File: src/rtl/load_unit.sv
// Load unit: computes rs1+imm, issues a single RAM word read, then extracts and extends the
// addressed byte/half/word. Faulty requests and RAM timeouts complete with oFAULT instead.
module load_unit #(
    parameter int unsigned XLEN    = 32,
    parameter int unsigned ADDR_W  = 8,
    parameter int unsigned TIMEOUT = 15
) (
    input  logic              iCLK,
    input  logic              iRST,
    input  logic              iSTART,
    input  logic [31:0]       iIR,
    input  logic [XLEN-1:0]   iREG_OUT1,
    output logic              oBUSY,
    output logic              oDONE,
    output logic [4:0]        oRD,
    output logic [XLEN-1:0]   oREG_IN,
    output logic              oREG_WE,
    output logic              oFAULT,
    output logic              oRAM_CE,
    output logic              oRAM_RD,
    output logic [ADDR_W-1:0] oRAM_ADDR,
    input  logic [31:0]       iRAM_DATA,
    input  logic              iRAM_READY
);

    localparam int unsigned EaW = ADDR_W + 2;

    typedef enum logic [1:0] {StIdle, StReq, StResp} state_e;

    state_e            state_q, state_d;
    logic [4:0]        rd_q, rd_d;
    logic [2:0]        func3_q, func3_d;
    logic [EaW-1:0]    ea_q, ea_d;
    logic [7:0]        cnt_q, cnt_d;
    logic [XLEN-1:0]   result_q, result_d;
    logic              fault_q, fault_d;

    // The rs1 field of the instruction is irrelevant here.
    logic unused_ir;
    assign unused_ir = ^iIR[19:15];

    function automatic logic [XLEN-1:0] extract(input logic [2:0] f3, input logic [1:0] off,
                                                input logic [31:0] w);
        logic [7:0]  b;
        logic [15:0] h;
        b = w[{off, 3'b000} +: 8];
        h = off[1] ? w[31:16] : w[15:0];
        case (f3)
            3'd0:    extract = XLEN'($signed(b));
            3'd1:    extract = XLEN'($signed(h));
            3'd2:    extract = XLEN'($signed(w));
            3'd4:    extract = XLEN'(b);
            3'd5:    extract = XLEN'(h);
            3'd6:    extract = XLEN'(w);
            default: extract = '0;
        endcase
    endfunction

    function automatic logic bad_request(input logic [31:0] ir, input logic [1:0] off);
        logic [2:0] f3;
        f3 = ir[14:12];
        bad_request = (ir[6:0] != 7'b0000011) || (f3 == 3'd3) || (f3 == 3'd7) ||
                      ((f3 == 3'd6) && (XLEN == 32)) ||
                      ((f3[1:0] == 2'b01) && off[0]) ||
                      ((f3[1:0] == 2'b10) && (off != 2'b00));
    endfunction

    always_ff @(posedge iCLK or posedge iRST) begin
        if (iRST) begin
            state_q  <= StIdle;
            rd_q     <= '0;
            func3_q  <= '0;
            ea_q     <= '0;
            cnt_q    <= '0;
            result_q <= '0;
            fault_q  <= 1'b0;
        end else begin
            state_q  <= state_d;
            rd_q     <= rd_d;
            func3_q  <= func3_d;
            ea_q     <= ea_d;
            cnt_q    <= cnt_d;
            result_q <= result_d;
            fault_q  <= fault_d;
        end
    end

    always_comb begin
        state_d  = state_q;
        rd_d     = rd_q;
        func3_d  = func3_q;
        ea_d     = ea_q;
        cnt_d    = cnt_q;
        result_d = result_q;
        fault_d  = fault_q;
        case (state_q)
            StIdle: begin
                if (iSTART) begin
                    rd_d     = iIR[11:7];
                    func3_d  = iIR[14:12];
                    // Only the word address and byte offset of the effective address are kept.
                    ea_d     = EaW'(iREG_OUT1 + XLEN'($signed(iIR[31:20])));
                    cnt_d    = '0;
                    result_d = '0;
                    fault_d  = bad_request(iIR, ea_d[1:0]);
                    state_d  = fault_d ? StResp : StReq;
                end
            end
            StReq: begin
                if (iRAM_READY) begin
                    result_d = extract(func3_q, ea_q[1:0], iRAM_DATA);
                    state_d  = StResp;
                end else if (cnt_q == 8'(TIMEOUT - 1)) begin
                    fault_d = 1'b1;
                    state_d = StResp;
                end else begin
                    cnt_d = cnt_q + 8'd1;
                end
            end
            StResp:  state_d = StIdle;
            default: state_d = StIdle;
        endcase
    end

    always_comb begin
        oBUSY     = (state_q != StIdle);
        oDONE     = (state_q == StResp);
        oRAM_CE   = (state_q == StReq);
        oRAM_RD   = (state_q == StReq);
        oRAM_ADDR = (state_q == StReq) ? ea_q[EaW-1:2] : '0;
        oRD       = rd_q;
        oFAULT    = oDONE && fault_q;
        oREG_WE   = oDONE && !fault_q && (rd_q != 5'd0);
        oREG_IN   = (oDONE && !fault_q) ? result_q : '0;
    end

endmodule
File: config.mk
export PLATFORM = sky130hd
export DESIGN_NAME = load_unit
export DESIGN_NICKNAME = d
export VERILOG_FILES = /design/src/rtl/load_unit.sv
export SDC_FILE = /design/constraint.sdc
export NUM_CORES = 1
export LEC_CHECK = 0
export BUFFER_PORTS_ARGS = -buffer_cell sky130_fd_sc_hd__buf_2
export CAP_MARGIN = 10
export CELL_PAD_IN_SITES_DETAIL_PLACEMENT = 2
export CELL_PAD_IN_SITES_GLOBAL_PLACEMENT = 2
export CORE_UTILIZATION = 27
export DETAILED_ROUTE_END_ITERATION = 8
export PLACE_DENSITY = 0.77
export SYNTH_ARGS = -nofsm -noshare
export SYNTH_HDL_FRONTEND = slang
export SYNTH_SLANG_ARGS = --single-unit
File: constraint.sdc
create_clock -name iCLK -period 2.4 [get_ports iCLK]
set_input_delay 0.12 -clock iCLK [delete_from_list [all_inputs] [get_ports iCLK]]
set_output_delay 0.12 -clock iCLK [all_outputs]
set_load 0.05 [all_outputs]
After elaboration in Yosys (flattened, before gate mapping)
Index checks and enable logic that the tools add are counted.

Register bits: 61. Bits in latches: 0. Bits in writable memories: 0. Memory bits (read-only): 0. Bits of input ports: 100. Word-level logic and storage cells: 73. Memories kept: 0.

Add/subtract/negate cells: 2. Multipliers: 0. Divide/modulo/power cells: 0. Magnitude comparators: 0. Equal/unequal tests: 20. Shift operators: 1. Multiplexer cells: 20. Bitwise logic cells: 0. Reductions and logical operators: 23.

Operators with widths (number): 32-bit case mux with 5 select lines (1); 32-bit 2-to-1 mux (3); 32-bit case mux with 2 select lines (1); 8-bit 2-to-1 mux (4); 32-bit by 6-bit indexed part select with 8-bit output (1); 16-bit 2-to-1 mux (1); 8-bit case mux with 2 select lines (1); 3-bit equality test (second input constant) (5); 10-bit adder (1); 8-bit by 1-bit adder with 8-bit output (second input constant) (1); 8-bit by 4-bit equality test with 1-bit output (second input constant) (1); 2-bit 2-to-1 mux (4); 4-bit AND reduction (2); 7-bit by 2-bit != test with 1-bit output (second input constant) (1); 3-bit by 2-bit equality test with 1-bit output (second input constant) (2); 2-bit != test (second input constant) (3); 2-bit nonzero test (3); 1-bit logical AND (5); 1-bit logical OR (5); 5-bit nonzero test (1); 2-bit by 1-bit equality test with 1-bit output (second input constant) (2); 2-bit equality test (second input constant) (2); 2-bit by 1-bit != test with 1-bit output (second input constant) (2); 2-bit case mux with 2 select lines (1); other kinds (10) (13).

Depth between registers and ports, before layout
Gate-level depths: netlist of run 1.

Depth in word-level cells: 9. Mapped depth: 8. Gate-level depth less buffers: 8.

Worst setup path after synthesis of run 1
Ideal clock, no wire load.

Path kind: reg2out. Start: reg state_q[1]. End: out oREG_IN[22]. Data arrival time: 2.194 ns. Data required time: 2.280 ns. Setup slack: 0.086 ns. Cell stages (with the launch flop): 5. Cells stage by stage: dfrtp_1 > nor2b_1 > nor2b_1 > clkbuf_1 > and2_1.

Word-level cells in the longest chain between the ends: 3.

Ends and longest elaborated chain: from (decl) (RTL line 30) `state_e state_q, state_d;`; from (signal assigned) (RTL line 70) `state_q <= StIdle;`; from (signal assigned) (RTL line 78) `state_q <= state_d;`; 2-bit equality test (RTL line 127) `oDONE = (state_q == StResp);`; named net oDONE (RTL line 14) `output logic oDONE,`; 1-bit logical AND (RTL line 134) `oREG_IN = (oDONE && !fault_q) ? result_q : '0;`; 32-bit 2-to-1 mux (RTL line 134); to (decl) (RTL line 16) `output logic [XLEN-1:0] oREG_IN,`.

The timed path passes the listed nets, and every way through them passes these cells.

Final worst setup path of run 1
Start: reg state_q[1]. End: out oREG_IN[15].

Word-level cells in the longest chain between the ends: 3.

Ends and longest elaborated chain (RTL line): 2-bit equality test (127); 1-bit logical AND (134); 32-bit 2-to-1 mux (134).

Every way passes these cells.

==> results of run 1 <==
==> worst max path at each step <==
stage             endpoint  startpoint
2_1_floorplan  oREG_IN[22]  state_q[1]
3_3_place_gp    state_q[1]     iIR[20]
3_5_place_dp    state_q[1]     iIR[20]
4_1_cts        oREG_IN[29]  state_q[1]
5_1_grt        oREG_IN[15]  state_q[1]
6_report       oREG_IN[15]  state_q[1]
==> cell families after synthesis <==
family	after synthesis
AOI/OAI and AO/OA	110
xor gates and xnor gates	10
adders and majority gates	12
buffers and inverters	32
DFF	61
muxes	11
and+or+nand+nor	191
==> critical path: cells and delay by family, from the launching register on <==
| kind | cells | cell delay [ns] |
|---|---|---|
| buffers and inverters | 2 | 0.56 |
| flip-flops | 1 | 0.45 |
| AND/OR/NAND/NOR | 3 | 0.60 |
==> layout make-up <==
type,instances,share of cell area
Clock buffer,12,0.0537
Clock inverter,2,0.00210
Multi-Input combinational cell,334,0.415
Inverter,9,0.00708
Tap cell,176,0.0461
Timing Repair Buffer,138,0.156
Sequential cell,61,0.320
==> cell usage in the layout, fill, tap and decap left out, types with 5 or more instances in the layout <==
master,n
dlygate4sd3_1,5
and2_1,43
o21ai_1,25
buf_4,12
mux2i_1,5
o21ai_0,16
xor2_1,8
a221oi_1,8
ha_1,11
clkbuf_16,9
inv_1,7
nand3_1,15
buf_2,121
nor2_1,17
dfrtp_1,61
a21oi_1,37
nand2_1,89
==> sequential cells by signal, indices dropped and copies added (netlist names) <==
| signal | cells |
|---|---|
| cnt_q | 8 |
| ea_q | 10 |
| fault_q | 1 |
| func3_q | 3 |
| oRD | 5 |
| result_q | 32 |
| state_q | 2 |
==> power breakdown <==
part | leakage, uW | switching [uW] | total [uW] | internal (uW)
registers | 0.000815 | 64.0 | 1150 | 1080
clock network | 0.000134 | 449 | 1190 | 739
logic | 0.00143 | 422 | 671 | 249
==> repair_timing <==
item / CTS / global route
setup endpoints to repair: 0 / 0
hold endpoints to repair: 5 / 0
hold buffers: 5 / 0
==> metal layers <==
| layer | GRT usage | share of wire | up-vias |
|---|---|---|---|
| met1 | 0.244 | 0.44 | 1822 |
| met4 | 0.0721 | 0.015 | 0 |
| li1 | - | - | 1730 |
| met2 | 0.343 | 0.48 | 117 |
| met3 | 0.0434 | 0.057 | 16 |
| met5 | 0 | 0 | - |
==> metrics by stage <==
stage	cell area [um^2]	cells	total power (uW)	util
after floorplan	3640	427	1600	-
after global placement	4460	713	1800	0.338
after detailed placement	4460	713	1830	0.338
after CTS	4770	732	3040	0.362
after global routing	4770	732	3150	0.362
final	4770	732	3010	0.362
==> flow_summary_export.csv, run 1 <==
group,metric,value,unit
sta,finalSetupViolCount,0,
synthesis,ys.flop_type,"dfrtp_1",
drt,drc,0,
synthesis,synth-simple-area-share,0.254,
drt,num_vias,3685,
power,irDropWorstVdd,0.289,mV
layout,nNetsFinal,665,
drt,viasPerCell,5.03,
sta,max_slew_margin,0.450,
layout,regArea,0.00153,mm^2
global_route,grt_use_total,0.200,
floorplan,fp.dieH,118,um
synthesis,synth_commonest_cells,"nand2_1, dfrtp_1, and2_1",
sta,skew,0.00401,ns
synthesis,synth_compound_area_frac,0.188,
setup_path,reg2reg_slack,0.39,ns
sta,period_minus_slack,2.09,ns
job,cap_violations,0,
setup_path,cp-start-kind,"register",
hold_path,min_to,"func3_q[2]",
global_route,grt_pass1_vias,4140,
floorplan,pin_count,151,
synthesis,synth_area,0.00364,mm^2
setup_path,cp.required,2.28,ns
global_route,grt_pass1_wl,21800,um
layout,multi_input_area,0.00198,mm^2
hold_path,hold_path.class,"input port to register",
hold_path,hp-start,"iIR[14]",
setup_path,worstSetupEndpointType,"output pin",
global_route,overflow,0,
synthesis,syn_nets,539,
clock_network,clock_path_buffers,2,
setup_path,cp_max_fo,33,
synthesis,synth_most_common_cell,"nand2_1",
placement,port_buffers,121,
floorplan,coreArea,0.0132,mm^2
synthesis,synthMuxAreaShare,0.0330,
floorplan,initial_utilization,0.276,
drt,first_pass_iters,4,
sta,worst_hold_slack,0.00675,ns
placement,gp_congestion,0.804,
setup_path,slowest_stage,"dfrtp_1",
sta,max_freq,0.479,GHz
layout,fillers,1525,
clock_network,clkSinkCount,61,
hold_path,hold_depth,3,
sta,finalSetupTns,0,ns
synthesis,synth_top_family_by_area,"simple AND/OR/NAND/NOR gates",
synthesis,ys_ff_latch,61,
setup_path,worstSetupPathType,"register to output pin",
status,status,"finished clean",
clock_network,cts_htree_levels,3,
synthesis,yosys.area_share.xor_xnor,0.0240,
synthesis,synth_cells,427,
clock_network,cts_setup_buffers,0,
drt,drt_iter0_markers,124,
drt,totalWireLength,13100,um
floorplan,die_x,118,um
setup_path,arrival,1.97,ns
synthesis,synth_edf_count,0,
clock_network,cts_root_buffer,"clkbuf_16",
synthesis,synth_cell_types,50,
synthesis,synthTopCellsByArea,"dfrtp_1, nand2_1, and2_1, a21oi_1, ha_1",
setup_path,rr_endpoint,"result_q[8]",
setup_path,regToRegStartpoint,"ea_q[1]",
clock_network,cts_resized,0,
clock_network,insertion_delay,0.33,ns
sta,fin_crit_sh,0.870,
synthesis,yosys.area.top_type_share,0.419,
placement,post-dp-hpwl,9770,um
synthesis,synthArstFlopShare,1.00,
synthesis,synthAdderAreaFrac,0.0433,
clock_network,clk_pin_slew,0.05,ns
layout,num_antenna_cells,0,
clock_network,cts_tree,"yes",
sta,slew_violations,0,
floorplan,num_rows,42,
placement,dpl_worst_slack,0.143,ns
layout,area_growth,31.0,%
setup_path,path_cells,"nor2b_1, nor2b_2, buf_4, and2_1, buf_2",
power,power.density,630,mW/mm^2
layout,drive_gt1_frac,0.286,
drt,ant_nets,0,
clock_network,cts_buffers,9,
setup_path,rr_worst_depth,6,
synthesis,yosysTopAreaCell,"dfrtp_1",
synthesis,yosysWarnings,0,
global_route,grt_max_degree,62,
power,power.leakage,0.00238,uW
drt,wire_per_inst,17.9,um
sta,rsz0062_at_grt,"false",
sta,worst_pin_slew,0.826,ns
sta,hold_viol,0,
synthesis,yosysSeqAreaShare,0.419,
synthesis,syn_area_per_cell,8.54,um^2
floorplan,die_area,0.0140,mm^2
setup_path,crit_path_max_incr_delay,0.45,ns
sta,fin_ws,0.312,ns
global_route,antenna_found_initial,0,
(Power assumes the default switching activity.)
==> run 2, diff against run 1 <==
==> constraint.sdc (replaced) <==
create_clock -name iCLK -period 2.4 [get_ports iCLK]
set_input_delay 0.6 -clock iCLK [delete_from_list [all_inputs] [get_ports iCLK]]
set_output_delay 0.6 -clock iCLK [all_outputs]
set_load 0.05 [all_outputs]
==> flow_summary_export.csv, run 2 (synthesis gave the netlist of run 1 again) <==
group,metric,value,unit
layout,nNetsFinal,661,
global_route,grt_use_total,0.188,
clock_network,clock_path_buffers,2,
layout,regArea,0.00153,mm^2
setup_path,rr_worst_depth,5,
sta,finalSetupViolCount,0,
sta,hold_viol,0,
drt,viasPerCell,5.02,
drt,first_pass_iters,4,
setup_path,worstSetupPathType,"register to output pin",
setup_path,rr_endpoint,"result_q[27]",
layout,largest_reg_flops,32,
layout,multi_input_area,0.00199,mm^2
power,power.total,3020,uW
status,status,"finished clean",
setup_path,arrival,1.71,ns
global_route,grt_pass1_wl,20500,um
sta,slew_violations,0,
setup_path,reg2reg_slack,0.29,ns
power,power.density,621,mW/mm^2
floorplan,pin_count,151,
floorplan,initial_utilization,0.276,
floorplan,fp.dieH,118,um
clock_network,cts_htree_levels,3,
sta,max_slew_margin,0.355,
drt,top_layer_used,"met4",
global_route,overflow,0,
placement,port_buffers,121,
sta,fin_ws,0.0935,ns
clock_network,clk_pin_slew,0.06,ns
power,power.leakage,0.00237,uW
layout,top_regs,"result_q x32, ea_q x10, cnt_q x8",
clock_network,insertion_delay,0.33,ns
setup_path,crit_start,"state_q[1]",
layout,finalNonFillerCells,729,
global_route,antenna_found_initial,0,
drt,drt_iter0_markers,121,
global_route,grt_pass1_vias,3985,
drt,met2_length,6230,um
setup_path,regToRegStartpoint,"ea_q[0]",
sta,worst_pin_slew,0.967,ns
floorplan,coreArea,0.0132,mm^2
setup_path,cp.required,1.80,ns
global_route,grt_max_degree,62,
job,cap_violations,0,
layout,fillers,1500,
clock_network,cts_setup_buffers,0,
floorplan,die_x,118,um
floorplan,die_area,0.0140,mm^2
drt,drc,0,
layout,mostFrequentLayoutCells,"nand2_1, buf_2, dfrtp_1",
clock_network,cts_root_buffer,"clkbuf_16",
layout,area_growth,33.5,%
sta,skew,0.00841,ns
placement,post-dp-hpwl,9270,um
sta,fin_crit_sh,0.961,
placement,place_area,0.00450,mm^2
floorplan,num_rows,42,
setup_path,cp-start-kind,"register",
setup_path,worstSetupEndpoint,"oREG_IN[29]",
placement,dpl.cell_count,714,
hold_path,hold_path.class,"input port to async pin",
placement,gp_congestion,0.807,
layout,num_antenna_cells,0,
layout,final_area,0.00487,mm^2
sta,max_freq,0.434,GHz
drt,num_vias,3663,
drt,totalWireLength,12400,um
power,irDropWorstVdd,0.348,mV
clock_network,cts_buffers,9,
drt,wl_met3,676,um
clock_network,clkSinkCount,61,
placement,dpl_worst_slack,-0.272,ns
layout,fin_util,0.369,
layout,final_common_cell,"nand2_1",
layout,top_register,"result_q",
sta,period_minus_slack,2.31,ns
drt,drt-met1-wl,5420,um
setup_path,cp_max_fo,33,
drt,wire_per_inst,17.1,um
layout,drive_gt1_frac,0.297,
sta,rsz0062_at_grt,"false",
drt,ant_nets,0,
clock_network,cts_tree,"yes",
setup_path,worstSetupEndpointType,"output pin",
-- run 2: changes by cell type in the layout (fill, tap and decap cells not counted), moves of 2 or more --
cell           delta
dlygate4sd3_1     -5
dfrtp_2           +2
buf_2            -33
buf_12            +2
dfrtp_1           -2
buf_4            +32
-- run 2: how the worst min path moves through the flow --
stage,from,endpoint,slack (ns),depth (start not counted)
floorplan,result_q[0],result_q[0],0.43,2
detailed placement,result_q[5],result_q[5],0.46,2
global route,iRST,result_q[26],0.37,3
global placement,result_q[3],result_q[3],0.44,2
CTS,iRST,ea_q[5],0.35,3
finish,iRST,result_q[28],0.34,3
-- run 2: metrics by stage --
stage                     TNS [ns]  hold slack [ns]
after CTS                        0            0.348
after global placement      -0.615            0.445
after global routing             0            0.368
after detailed placement    -0.664            0.460
final                            0            0.341
after floorplan                  0            0.430
-- run 2: worst max-delay path, stage by stage (launching register included) --
cell and delay, ns:
dfrtp_2 0.43, nor2b_4 0.18, nor2b_2 0.19, buf_12 0.18, and2_1 0.17, buf_4 0.20
-- run 2: final cells by class --
type | count | share of cell area
timing repair buffer | 134 | 0.167
inverter | 9 | 0.00694
clock inverter | 1 | 0.00103
multi-input combinational | 334 | 0.410
tap | 176 | 0.0452
clock buffer | 14 | 0.0563
sequential | 61 | 0.314
-- run 2: per-layer routing --
metal,GRT usage,vias up
met5,0,-
met4,0.0697,0
met3,0.0372,8
met2,0.326,112
met1,0.230,1824
li1,-,1719
-- run 2: power by group --
group | leakage (uW) | switching (uW) | total [uW] | internal, uW
clock network | 0.000139 | 443 | 1220 | 776
logic | 0.00142 | 412 | 657 | 246
registers | 0.000812 | 64.1 | 1150 | 1080
-- run 2: timing repair --
item / CTS / global route
gates resized for setup: 33 / 4
endpoints found under the setup margin: 33 / 35
hold endpoints to repair: 0 / 0
hold buffers: 0 / 0
pin swaps: 0 / 1
cloned: 0 / 0
==> run 3, diff against run 2 <==
--- a/config.mk
+++ b/config.mk
@@ -5,13 +5,14 @@
 export SDC_FILE = /design/constraint.sdc
 export NUM_CORES = 1
 export LEC_CHECK = 0
+export ABC_AREA = 1
 export BUFFER_PORTS_ARGS = -buffer_cell sky130_fd_sc_hd__buf_2
 export CAP_MARGIN = 10
 export CELL_PAD_IN_SITES_DETAIL_PLACEMENT = 2
 export CELL_PAD_IN_SITES_GLOBAL_PLACEMENT = 2
-export CORE_UTILIZATION = 27
+export CORE_UTILIZATION = 26
 export DETAILED_ROUTE_END_ITERATION = 8
-export PLACE_DENSITY = 0.77
+export PLACE_DENSITY = 0.78
 export SYNTH_ARGS = -nofsm -noshare
 export SYNTH_HDL_FRONTEND = slang
 export SYNTH_SLANG_ARGS = --single-unit
==> flow_summary_export.csv, run 3 <==
group,metric,value,unit
status,status,"finished clean",
drt,viasPerCell,4.70,
layout,top_regs,"result_q x32, ea_q x10, cnt_q x8",
clock_network,insertion_delay,0.33,ns
synthesis,yosysTopAreaCell,"dfrtp_1",
setup_path,slowest_stage,"dfrtp_1",
synthesis,yosysWarnings,0,
drt,drt_iter0_markers,138,
clock_network,cts_buffers,9,
placement,post-dp-hpwl,11300,um
layout,finalNonFillerCells,922,
layout,num_antenna_cells,0,
floorplan,initial_utilization,0.266,
floorplan,fp.dieH,127,um
drt,first_pass_iters,4,
setup_path,crit_path_max_incr_delay,0.42,ns
synthesis,synth_commonest_cells,"nand2_1, inv_1, nor2_1",
layout,area_growth,35.4,%
layout,mostFrequentLayoutCells,"nand2_1, buf_2, inv_1",
synthesis,synthArstFlopShare,1.00,
layout,nNetsFinal,843,
global_route,grt_pass1_vias,4773,
sta,fin_ws,0.0795,ns
drt,num_vias,4334,
hold_path,hold_path.class,"input port to async pin",
clock_network,cts_root_buffer,"clkbuf_16",
global_route,overflow,0,
synthesis,yosys.area.top_type_share,0.377,
clock_network,ctsHoldBuffers,0,
synthesis,synth_area,0.00405,mm^2
global_route,antenna_found_initial,0,
drt,wire_per_inst,15.4,um
synthesis,syn_nets,718,
placement,dpl.cell_count,903,
sta,fin_crit_sh,0.967,
synthesis,ys.flop_type,"dfrtp_1",
power,irDropWorstVdd,0.466,mV
clock_network,cts_htree_levels,3,
global_route,grt_use_total,0.186,
global_route,grt_max_degree,37,
synthesis,ys_ff_latch,61,
placement,port_buffers,121,
sta,max_slew_margin,0.518,
synthesis,yosysSeqAreaShare,0.377,
synthesis,synthTopCellsByArea,"dfrtp_1, nand2_1, inv_1, nor2_1, o21ai_0",
sta,rsz0062_at_grt,"false",
sta,hold_viol,0,
layout,largest_reg_flops,32,
floorplan,num_rows,45,
placement,gp_congestion,0.790,
clock_network,cts_tree,"yes",
power,power.leakage,0.00288,uW
synthesis,synth_edf_count,0,
drt,totalWireLength,14200,um
placement,dpl_worst_slack,0.192,ns
synthesis,syn_area_per_cell,6.68,um^2
sta,skew,0.00693,ns
floorplan,pin_count,151,
synthesis,synth_cells,606,
sta,period_minus_slack,2.32,ns
setup_path,worstSetupPathType,"register to output pin",
placement,place_area,0.00512,mm^2
sta,worst_pin_slew,0.723,ns
floorplan,die_x,127,um
power,power.density,813,mW/mm^2
layout,final_common_cell,"nand2_1",
setup_path,cp_max_fo,6,
sta,slew_violations,0,
setup_path,worstSetupEndpointType,"output pin",
global_route,grt_pass1_wl,23600,um
setup_path,cp-start-kind,"register",
drt,drc,0,
clock_network,clkSinkCount,61,
synthesis,synth_most_common_cell,"nand2_1",
layout,top_register,"result_q",
layout,final_area,0.00548,mm^2
setup_path,path_cells,"inv_2, nor2_4, clkinvlp_4, buf_2, nor2_1, clkbuf_4",
layout,drive_gt1_frac,0.282,
clock_network,clk_pin_slew,0.05,ns
floorplan,coreArea,0.0152,mm^2
synthesis,synth_cell_types,35,
drt,ant_nets,0,
sta,max_freq,0.431,GHz
setup_path,cp.required,1.80,ns
clock_network,clock_path_buffers,2,
job,cap_violations,0,
setup_path,arrival,1.72,ns
floorplan,die_area,0.0161,mm^2
sta,finalSetupViolCount,0,
==> run 3: worst paths after layout <==
check	startpoint	endpoint	slack, ns	cells after the start
setup / recovery	state_q[0]	oRAM_ADDR[0]	0.08	6
hold / removal	iRST	cnt_q[7]	0.33	2
setup reg to reg	state_q[0]	result_q[6]	0.58	8
hold reg to reg	result_q[25]	result_q[25]	0.48	2
max in group asynchronous	iRST	result_q[5]	1.46	3
min in group iCLK	iIR[9]	oRD[2]	0.47	3
==> run 3: cells by family (layout without fill, tap and decap cells) <==
family	after synthesis	in the layout	synth area share
AND/OR/NAND/NOR	348	348	0.359
buffers and inverters	109	237	0.111
AO/OA/AOI/OAI	69	69	0.0989
flip-flops	61	61	0.377
adder cells (fa/ha/maj)	12	12	0.0389
XOR/XNOR	7	7	0.0151
==> run 3: what timing repair did <==
item | in CTS | in global routing
setup endpoints to repair | 11 | 30
resized for setup | 7 | 26
buffers inserted | 4 | 1
pin swaps | 1 | 0
==> run 3: worst max-delay path: cells and delay by family (launching register included) <==
kind	cells	cell delay (ns)
buf+inv	4	0.71
flops	1	0.42
simple gates	2	0.25
==> run 3: through the flow <==
stage          utilization  hold WS (ns)  setup TNS [ns]  power, uW
2_1_floorplan            -         0.449          -0.148       2790
3_3_place_gp         0.337         0.462               0       3240
3_5_place_dp         0.337         0.471               0       3350
4_1_cts              0.356         0.345               0       4520
5_1_grt              0.361         0.384               0       4800
6_report             0.361         0.328               0       4460
==> run 3: routing by layer <==
layer / vias up / routed length [um] / global-route usage
met2: 102 / 7190 / 0.337
met5: - / 0 / 0
met1: 2104 / 6230 / 0.224
met4: 0 / 175 / 0.0532
met3: 14 / 616 / 0.0333
li1: 2114 / - / -
==> run 3: report_power, final <==
part	switching, uW	internal (uW)	total, uW
Combinational	1380	611	1990
Sequential	161	1190	1350
Clock	441	680	1120
Total	1980	2480	4460
==> run 3: area by class of cell <==
cell class,instances,area (um^2)
inverters,86,329
fillers,1822,9720
clock buffers,11,233
clock inverters,3,15.0
repair buffers,137,825
flip-flops and latches,61,1530
multi-input cells,436,2320
well taps,188,235
